**config.mk**
```make
export PLATFORM = sky130hd
export DESIGN_NAME = sram_req_ctrl
export DESIGN_NICKNAME = d
export VERILOG_FILES = /design/src/rtl/sram_req_ctrl.sv
export SDC_FILE = /design/constraint.sdc
export NUM_CORES = 1
export LEC_CHECK = 0
export BUFFER_PORTS_ARGS = -buffer_cell sky130_fd_sc_hd__buf_2
export CORE_MARGIN = 2
export CORE_UTILIZATION = 40
export CTS_CLUSTER_SIZE = 16
export DETAILED_ROUTE_END_ITERATION = 7
export SYNTH_ARGS = -nofsm -noshare
export SYNTH_HDL_FRONTEND = slang
export SYNTH_SLANG_ARGS = --single-unit
```
**constraint.sdc**
```tcl
create_clock -name clk_i -period 2.9 [get_ports clk_i]
set_clock_uncertainty 0.2 [all_clocks]
set_input_delay 0.145 -clock clk_i [delete_from_list [all_inputs] [get_ports clk_i]]
set_output_delay 0.145 -clock clk_i [all_outputs]
set_load 0.01 [all_outputs]
```
**src/rtl/sram_req_ctrl.sv**
```systemverilog
// sram_req_ctrl: valid/ready command front-end and in-order read-response FIFO for a single-port SRAM
// Optional post-reset clear of the SRAM is enabled by defining SRAM_REQ_CTRL_CLEAR_EN.
// Ports:
//   clk_i, rst_ni                        clock, asynchronous active-low reset
//   req_valid_i/req_ready_o              command handshake
//   req_we_i, req_addr_i, req_wdata_i    command: write enable, address, write data
//   rsp_valid_o/rsp_ready_i, rsp_rdata_o read-response handshake and data (request order)
//   mem_we_o, mem_addr_o, mem_wdata_o    registered SRAM control pins
//   mem_rdata_i                          SRAM read data (one-cycle registered latency)
//   clear_busy_o                         high while the post-reset clear runs
module sram_req_ctrl #(
    parameter int ADDR_W    = 4,
    parameter int DATA_W    = 16,
    parameter int RSP_DEPTH = 2
) (
    input  logic              clk_i,
    input  logic              rst_ni,
    input  logic              req_valid_i,
    output logic              req_ready_o,
    input  logic              req_we_i,
    input  logic [ADDR_W-1:0] req_addr_i,
    input  logic [DATA_W-1:0] req_wdata_i,
    output logic              rsp_valid_o,
    input  logic              rsp_ready_i,
    output logic [DATA_W-1:0] rsp_rdata_o,
    output logic              mem_we_o,
    output logic [ADDR_W-1:0] mem_addr_o,
    output logic [DATA_W-1:0] mem_wdata_o,
    input  logic [DATA_W-1:0] mem_rdata_i,
    output logic              clear_busy_o
);
    localparam int CNT_W = $clog2(RSP_DEPTH + 1);
    localparam int PTR_W = $clog2(RSP_DEPTH);
    localparam logic [CNT_W:0]   DEPTH_C = (CNT_W + 1)'(RSP_DEPTH);
    localparam logic [PTR_W-1:0] LAST_C  = PTR_W'(RSP_DEPTH - 1);

    typedef enum logic {ST_CLEAR, ST_RUN} state_e;

`ifdef SRAM_REQ_CTRL_CLEAR_EN
    localparam state_e RESET_STATE = ST_CLEAR;
`else
    localparam state_e RESET_STATE = ST_RUN;
`endif

    state_e            state_q, state_d;
    logic [ADDR_W-1:0] clr_addr_q, clr_addr_d;
    logic              mem_we_q, mem_we_d;
    logic [ADDR_W-1:0] mem_addr_q, mem_addr_d;
    logic [DATA_W-1:0] mem_wdata_q, mem_wdata_d;
    logic              rd_issue_q, rd_issue_d;
    logic              rd_pend_q;
    logic [DATA_W-1:0] fifo_q [RSP_DEPTH];
    logic [PTR_W-1:0]  wr_ptr_q, rd_ptr_q;
    logic [CNT_W-1:0]  count_q;
    logic [CNT_W:0]    used;
    logic              accept, push, pop;

    // Credits cover every read that has been accepted but not yet popped,
    // so the FIFO can never overflow; built from registered state only.
    assign used        = (CNT_W + 1)'(count_q) + (CNT_W + 1)'(rd_issue_q) + (CNT_W + 1)'(rd_pend_q);
    assign req_ready_o = (state_q == ST_RUN) && (used < DEPTH_C);
    assign accept      = req_valid_i & req_ready_o;
    // Only reads tracked through the pipeline are captured; idle SRAM reads are ignored.
    assign push        = rd_pend_q;
    assign rsp_valid_o = count_q != '0;
    assign pop         = rsp_valid_o & rsp_ready_i;
    assign rsp_rdata_o = fifo_q[rd_ptr_q];
    assign mem_we_o    = mem_we_q;
    assign mem_addr_o  = mem_addr_q;
    assign mem_wdata_o = mem_wdata_q;

`ifdef SRAM_REQ_CTRL_CLEAR_EN
    assign clear_busy_o = state_q == ST_CLEAR;
`else
    assign clear_busy_o = 1'b0;
`endif

    always_comb begin
        state_d     = state_q;
        clr_addr_d  = clr_addr_q;
        mem_we_d    = accept & req_we_i;
        mem_addr_d  = accept ? req_addr_i : mem_addr_q;
        mem_wdata_d = accept ? req_wdata_i : mem_wdata_q;
        rd_issue_d  = accept & ~req_we_i;
        if (state_q == ST_CLEAR) begin
            mem_we_d    = 1'b1;
            mem_addr_d  = clr_addr_q;
            mem_wdata_d = '0;
            clr_addr_d  = clr_addr_q + 1'b1;
            state_d     = &clr_addr_q ? ST_RUN : ST_CLEAR;
        end
    end

    always_ff @(posedge clk_i or negedge rst_ni) begin
        if (!rst_ni) begin
            state_q     <= RESET_STATE;
            clr_addr_q  <= '0;
            mem_we_q    <= 1'b0;
            mem_addr_q  <= '0;
            mem_wdata_q <= '0;
            rd_issue_q  <= 1'b0;
            rd_pend_q   <= 1'b0;
        end else begin
            state_q     <= state_d;
            clr_addr_q  <= clr_addr_d;
            mem_we_q    <= mem_we_d;
            mem_addr_q  <= mem_addr_d;
            mem_wdata_q <= mem_wdata_d;
            rd_issue_q  <= rd_issue_d;
            rd_pend_q   <= rd_issue_q;
        end
    end

    always_ff @(posedge clk_i or negedge rst_ni) begin
        if (!rst_ni) begin
            for (int i = 0; i < RSP_DEPTH; i++) fifo_q[i] <= '0;
            wr_ptr_q <= '0;
            rd_ptr_q <= '0;
            count_q  <= '0;
        end else begin
            if (push) begin
                fifo_q[wr_ptr_q] <= mem_rdata_i;
                wr_ptr_q         <= (wr_ptr_q == LAST_C) ? '0 : wr_ptr_q + 1'b1;
            end
            if (pop) rd_ptr_q <= (rd_ptr_q == LAST_C) ? '0 : rd_ptr_q + 1'b1;
            count_q <= count_q + CNT_W'(push) - CNT_W'(pop);
        end
    end
endmodule

```
## Yosys cells after proc, flatten, opt, wreduce, memory -nomap -nowiden

Cells that the tools add are included.

- Memory bits (writable): 0
- Logic and storage cells: 50
- Output and inout port bits: 40
- Memories kept: 0
- Bits in latches: 0
- Memory bits (read-only): 0
- Register bits after elaboration: 64
- Bits of input ports: 41

- Shift operators: 0
- Bitwise operators: 7
- Mux-type cells: 15
- Multiply operators: 0
- $add $sub $neg: 7
- Reductions and logical operators: 4
- Div/mod/pow operators: 0
- Equal/unequal tests: 1
- $lt $le $gt $ge: 4

Operators with widths:

| kind | count |
|---|---|
| two-way mux 16 bit | 6 |
| bitwise mux 32 bit | 1 |
| demux 16 bit (select 1 bit) | 1 |
| two-way mux 4 bit | 2 |
| two-way mux 1 bit | 5 |
| adder 4 x 1 -> 4 bit (second input constant) | 1 |
| AND 1 bit | 4 |
| greater-or-equal comparator 2 bit (second input constant) | 2 |
| NOT 1 -> 2 bit | 2 |
| AND reduction 4 bit | 1 |
| adder 2 x 1 -> 3 bit | 1 |
| adder 3 x 1 -> 3 bit | 1 |
| < comparator 3 x 2 -> 1 bit (second input constant) | 1 |
| adder 1 bit (second input constant) | 2 |
| adder 2 x 1 -> 2 bit | 1 |
| logical AND 1 bit | 2 |
| < comparator 2 x 1 -> 1 bit (second input constant) | 1 |
| != test 2 x 1 -> 1 bit (second input constant) | 1 |
| nonzero test 2 bit | 1 |
| subtractor 2 x 1 -> 2 bit | 1 |
| NOT 1 bit | 1 |

## Longest topological paths before layout

Gate-level depths: netlist (run 1).

- Word-level depth: 7
- Mapped depth: 7
- Gate-level depth less buffers: 7

## Worst setup path after synthesis (run 1)

No wires, ideal clock.

- Path type: register to register
- Start point: register count_q[1]
- End point: register count_q[1]
- Setup time: 0.126 ns
- Period minus slack after synthesis: 1.955 ns
- Arrival time: 1.630 ns
- Stages on the path, launching flop included: 8
- Buffers on the path: 0
- Required time: 2.574 ns
- Setup slack: 0.945 ns
- Cell sequence: dfrtp_1 > or2_2 > and2_1 > ha_1 > inv_1 > ha_1 > xnor2_1 > xnor2_1

- Cells in the longest elaborated chain, start to end: 3
- Elaborated cells on any way between the ends: 4
- Classes of those cells: add/sub (2); bitwise (1); reduce/logical (1)

RTL lines:

| what | RTL line | RTL |
|---|---|---|
| from (decl) | 54 | `logic [CNT_W-1:0] count_q;` |
| from (signal assigned) | 126 | `count_q <= count_q + CNT_W'(push) - CNT_W'(pop);` |
| nonzero test 2 bit | 65 | `assign rsp_valid_o = count_q != '0;` |
| net rsp_valid_o | 23 | `output logic rsp_valid_o,` |
| AND 1 bit | 66 | `assign pop = rsp_valid_o & rsp_ready_i;` |
| net pop | 56 | `logic accept, push, pop;` |
| subtractor 2 x 1 -> 2 bit | 126 |  |

The timed path passes the listed nets, and every way through them passes these cells.
A chain may end at the register's enable or synchronous reset.

## Worst setup path in the final report (run 1)

- Start point: register rd_pend_q, in the netlist push
- End point: register mem_we_q, in the netlist mem_we_o

- Cells in the longest elaborated chain, start to end: 6

RTL lines:

| what | RTL line | RTL |
|---|---|---|
| from (decl) | 51 | `logic rd_pend_q;` |
| from (signal assigned) | 110 | `rd_pend_q <= rd_issue_q;` |
| adder 3 x 1 -> 3 bit | 60 | `assign used = (CNT_W + 1)'(count_q) + (CNT_W + 1)'(rd_issue_q) + (CNT_W + 1)'(rd_pend_q);` |
| < comparator 3 x 2 -> 1 bit | 61 | `assign req_ready_o = (state_q == ST_RUN) && (used < DEPTH_C);` |
| logical AND 1 bit | 61 |  |
| AND 1 bit | 62 | `assign accept = req_valid_i & req_ready_o;` |
| AND 1 bit | 81 | `mem_we_d = accept & req_we_i;` |
| two-way mux 1 bit | 85 | `if (state_q == ST_CLEAR) begin` |
| net mem_we_d | 47 | `logic mem_we_q, mem_we_d;` |
| to (signal assigned) | 106 | `mem_we_q <= mem_we_d;` |
| to (decl) | 47 |  |

The timed path passes the listed nets, and every way through them passes these cells.

==> impl_metrics.yaml, run 1 <==
run_status:
  outcome: "complete, no violations"
worst_hold_path:
  min-delay-start: "req_addr_i[1]"
  holdPathStages: 4
  min_to: "mem_addr_o[1]"
  hp-class: "primary input to register"
floorplan:
  num_rows: 30
  die-area_um2: 7850
  start_util_pct: 41.7
  die_width_um: 88.6
  core_region_area_um2: 6870
  die_h_um: 88.6
  ios: 81
placed_design:
  gp_congestion: 0.708
  dp_hpwl_um: 3590
  port_buffers: 79
sta:
  fin_tns_setup_ns: 0
  max_slew_margin_pct: 47.2
  timing.final.max_slew_violations: 0
  hold_violations: 0
  min_period_over_period_pct: 73.2
  max_freq_mhz: 471
  rsz0062_at_grt: "no"
  max_slew.worst_pin.slew_ns: 0.792
  setup_viol: 0
  fin_crit_ns: 2.12
synthesis:
  syn-cell-area_um2: 2860
  synth_cell_type_count: 30
  synthArstFlopShare_pct: 100
  yosysWarnings: 0
  synth-xor-area-share_pct: 2.14
  syn_nets: 263
  synth_ff_type: "dfrtp_1"
  yosys-mux-area-fraction_pct: 24.9
  ys_ff_latch: 64
  ys_seq_area_share_pct: 56.0
  synth_area_per_cell_um2: 13.1
  synthAdderAreaFrac_pct: 1.75
  syn_inst: 218
  synth_top_family_by_area: "multiplexers"
  synth-compound-area-share_pct: 4.33
  synth_simple_gate_area_share_pct: 7.26
  synth_edf_count: 0
final_layout:
  synthToLayoutAreaGrowth_pct: 35.1
  drive_gt1_share_pct: 45.3
  num-nets-final: 380
  antenna_cells: 0
  post-route-util_pct: 56.3
critical_path:
  reg2regPathDepth: 5
  rrSetupSlack_ns: 0.78
  end_kind: "register"
  cp.required_ns: 2.96
  timing_worst_setup_path_type: "register to register"
  crit_start: "push"
  startpoint_type: "register"
  cp_max_fo: 7
  r2r_start: "push"
  crit_arrival_ns: 2.18
  rr_endpoint: "mem_we_o"
route:
  wl_per_cell_um: 13.2
  routed_wl_um: 5730
  firstDrtPassIters: 4
  viasPerCell: 4.59
  postRouteAntennaNets: 0
  dr_total_vias: 2002
  drc_errors: 0
  drt_iter0_drc: 55
cts:
  ctsLongestPathBuffers: 2
  clock-sinks: 64
  cts-htree-levels: 3
  path_clk_slew_ns: 0.07
  root_buffer: "clkbuf_8"
  clk_latency_ns: 0.33
  cts_tree: "built"
  cts_buffers: 9
global_routing:
  grt_pass1_wl_um: 9360
  grt_usage_pct: 15.8
  grt_max_degree: 49
  antenna_found_initial: 0
  grt_overflow: 0
  first_global_vias: 2034
pwr:
  ir_drop_v: 0.000392
  power-per-cell-area_nw_per_um2: 953
  leakagePower_uw: 0.00187
job:
  max_cap_viol_count: 0
## worst max path at each step
stage                                  to  slack, ns  cells past startpoint
after floorplan                count_q[1]       0.94                      7
after global placement         count_q[1]       0.95                      7
after detailed placement  mem_wdata_o[11]       0.90                      4
after CTS                     req_ready_o       0.74                      2
after global routing          req_ready_o       0.65                      2
final                            mem_we_o       0.78                      5
## logic make-up after synthesis
group,count (synthesis)
AOI/OAI and AO/OA,15
xor gates and xnor gates,7
adders and majority gates,4
buffers and inverters,15
DFF,64
muxes,65
other,1
and+or+nand+nor,47
## layer usage
metal	vias up	GRT usage, %	wire length [µm]
met5	-	0	0
met4	0	5.79	87
met3	9	6.16	324
met2	59	25.9	2710
met1	951	18.9	2610
li1	983	-	-
## power breakdown
group | total, µW | switching (µW) | internal, µW | leakage (µW)
Clock | 671 | 341 | 330 | 0.0000813
Combinational | 1460 | 625 | 833 | 0.00102
Sequential | 1560 | 256 | 1300 | 0.000770
Total | 3680 | 1220 | 2460 | 0.00187
## placed cells by master (no fill, tap or decap), types with 2 or more instances in the layout
master | netlist | routed
buf_2 | 3 | 79
dfrtp_1 | 63 | 63
mux2_2 | 49 | 49
nand2_1 | 38 | 38
dlygate4sd3_1 | 0 | 38
mux2i_1 | 16 | 16
clkbuf_8 | 0 | 10
xnor2_1 | 5 | 5
a21boi_0 | 4 | 4
o21ai_0 | 4 | 4
o22a_1 | 4 | 4
ha_1 | 4 | 4
clkinvlp_4 | 0 | 3
inv_1 | 2 | 2
xor2_1 | 2 | 2
clkinv_2 | 0 | 2
## cell usage after synthesis (2+ instances only)
cell type | number | share of area [%]
buf_2 | 3 | 0.52
nand2_1 | 38 | 5.0
clkbuf_1 | 5 | 0.66
o22a_1 | 4 | 1.2
xor2_1 | 2 | 0.61
mux2_2 | 49 | 19
xnor2_1 | 5 | 1.5
o21ai_0 | 4 | 0.70
inv_1 | 2 | 0.26
mux2i_1 | 16 | 5.6
a21boi_0 | 4 | 1.0
buf_4 | 2 | 0.52
ha_1 | 4 | 1.7
buf_12 | 2 | 1.4
dfrtp_1 | 63 | 55
## worst max-delay path: stages (launching register included)
cell and delay (ns):
dfrtp_1 0.42, ha_1 0.33, a211oi_4 0.33, nand3_1 0.12
dlygate4sd3_1 0.58, nand2_1 0.07
## through the flow
stage               cell area [µm²]  power [µW]  hold WS [ns]  setup slack (ns)  cells
finish                         3870        3680        0.0144             0.776    436
CTS                            3870        3730       0.00476             0.745    436
global route                   3870        3960        0.0196             0.651    436
floorplan                      2860        2530        -0.351             0.945    218
detailed placement             3310        3000        0.0805             0.899    382
global placement               3310        2980        0.0739             0.948    382
## sequential cells by signal (all words and copies together), names as in the netlist
register	flops
clr_addr_q	4
count_q	2
fifo_q	32
mem_addr_o	4
mem_wdata_o	16
mem_we_o	1
push	1
rd_issue_q	1
rd_ptr_q	1
state_q	1
wr_ptr_q	1
## final cells by class
type | count | area [µm²]
fill | 585 | 3000
sequential | 64 | 1600
multi-input combinational | 139 | 1160
timing repair buffer | 119 | 803
clock buffer | 11 | 141
tap | 96 | 120
clock inverter | 5 | 32.5
inverter | 2 | 7.51
## repair_timing
action | 4_1_cts | 5_1_grt
hold buffers | 38 | 0
endpoints found under the setup margin | 0 | 0
hold endpoints to repair | 86 | 0
setup buffers | 0 | 0
gates resized for setup | 0 | 0
Note: power is estimated with default switching activity, not from simulation.
==> run 2: changes to the inputs <==
==> constraint.sdc (replaced) <==
create_clock -name clk_i -period 2 [get_ports clk_i]
set_clock_uncertainty 0.2 [all_clocks]
set_input_delay 0.1 -clock clk_i [delete_from_list [all_inputs] [get_ports clk_i]]
set_output_delay 0.1 -clock clk_i [all_outputs]
set_load 0.01 [all_outputs]
==> impl_metrics.yaml, run 2 (synthesis results as in run 1) <==
run_status:
  outcome: "complete, no violations"
route:
  drt_iter0_drc: 26
  postRouteAntennaNets: 0
  dr_total_vias: 2081
  drc_errors: 0
  viasPerCell: 4.65
  firstDrtPassIters: 4
  wl_per_cell_um: 13.2
  routed_wl_um: 5900
final_layout:
  final_cell_mix: "buf_2 (78), dfrtp_1 (62), mux2_2 (49)"
  synthToLayoutAreaGrowth_pct: 41.6
  regMostFlops: "fifo_q"
  fillerInstances: 584
  num-nets-final: 393
  final_common_cell: "buf_2"
  largest_reg_flops: 32
  drive_gt1_share_pct: 47.7
  antenna_cells: 0
sta:
  setup_viol: 0
  max_freq_mhz: 517
  max_slew_margin_pct: 65.3
  timing.final.max_slew_violations: 0
  max_slew.worst_pin.slew_ns: 0.520
  holdWs_ns: 0.0722
  fin_crit_ns: 1.93
  hold_violations: 0
  min_period_over_period_pct: 96.7
cts:
  path_clk_slew_ns: 0.07
  cts_tree: "built"
  ctsLongestPathBuffers: 2
  clock-sinks: 64
  clk_latency_ns: 0.33
  root_buffer: "clkbuf_8"
  cts_buffers: 9
  cts-htree-levels: 3
floorplan:
  die_h_um: 88.6
  start_util_pct: 41.7
  core_region_area_um2: 6870
  ios: 81
  num_rows: 30
  die-area_um2: 7850
  die_width_um: 88.6
critical_path:
  rr_endpoint: "count_q[1]"
  crit_arrival_ns: 1.63
  worst-path-stages: 5
  crit_family: "flip-flops"
  rrSetupSlack_ns: 0.07
  cp.required_ns: 1.70
  critical_path.max_stage_delay_ns: 0.43
  startpoint_type: "register"
  reg2regPathDepth: 7
  cp_common_cell: "buf_6"
  crit_slowest_cell: "dfrtp_2"
  cp_num_buf_inv: 2
  cp_max_fo: 4
  timing_worst_setup_path_type: "register to output pin"
  end_kind: "output pin"
  cp_cell_sequence: "ha_4 -> a211oi_4 -> buf_6 -> and2_4 -> buf_6"
  r2r_start: "count_q[0]"
placed_design:
  gp_congestion: 0.673
  dp_hpwl_um: 3680
  port_buffers: 79
global_routing:
  grt_overflow: 0
  first_global_vias: 2038
  grt_usage_pct: 16.1
  grt_pass1_wl_um: 9620
  grt_max_degree: 30
  antenna_found_initial: 0
pwr:
  power-per-cell-area_nw_per_um2: 1430
  ir_drop_v: 0.000650
  leakagePower_uw: 0.00197
  total_power_uw: 5810
worst_hold_path:
  hp-class: "primary input to asynchronous set/reset pin"
job:
  max_cap_viol_count: 0
## run 2: changes by cell type in the layout (fill, tap and decap cells not counted), sizes merged
cell,change
bufinv,+2
dlygate4sd3,+2
clkbuf,+1
clkinv,-1
clkinvlp,-3
buf,+11
## run 2: what timing repair did
| item | 4_1_cts | 5_1_grt |
|---|---|---|
| gates resized for setup | 2 | 6 |
| hold buffers | 40 | 0 |
| pin swaps | 0 | 2 |
| buffers inserted | 0 | 4 |
| endpoints found under the setup margin | 1 | 2 |
| endpoints found under the hold margin | 114 | 0 |
## run 2: per-layer routing
layer / up-vias / global-route usage, % / wire (µm)
met5: - / 0 / 0
met4: 0 / 6.61 / 50
met3: 7 / 4.20 / 276
met2: 63 / 26.1 / 2900
met1: 1006 / 20.7 / 2670
li1: 1005 / - / -
## run 2: worst max-delay path by stage
stage          slack (ns)  startpoint     endpoint
6_report             0.07        push  req_ready_o
5_1_grt            -0.003        push  req_ready_o
4_1_cts             0.001  count_q[0]   count_q[1]
3_5_place_dp         0.05  count_q[0]   count_q[1]
3_3_place_gp         0.09  count_q[0]   count_q[1]
2_1_floorplan        0.04  count_q[1]   count_q[1]
## run 2: worst register-to-register path, cell delays in order (launching register included)
cell	delay, ns
dfrtp_1	0.43
or2_4	0.27
and2_4	0.16
ha_1	0.27
inv_1	0.04
ha_1	0.20
xnor2_2	0.14
xnor2_1	0.12
## run 2: report_power, final
| group | total, µW | internal [µW] | switching, µW |
|---|---|---|---|
| sequential | 2190 | 1890 | 299 |
| clock | 1240 | 762 | 477 |
| combinational | 2390 | 1360 | 1020 |
| total | 5810 | 4010 | 1800 |
## run 2: metrics by stage
step	setup slack (ns)	instance area [µm²]	TNS (ns)	cells	util, %
floorplan	0.0448	2860	0	218	-
global placement	0.0881	3360	0	389	49.0
detailed placement	0.0531	3360	0	389	49.0
CTS	0.00121	4000	0	444	58.3
global route	-0.00310	4050	-0.00310	448	59.0
finish	0.0662	4050	0	448	59.0
## run 2: area by class of cell
class                   instances  area (µm²)  share of cell area [%]
well taps                      96         120                    2.96
flip-flops and latches         64        1600                    39.6
inverters                       2        7.51                   0.185
clock buffers                  12         155                    3.83
multi-input cells             139        1180                    29.2
clock inverters                 3        65.1                    1.61
repair buffers                132         916                    22.6
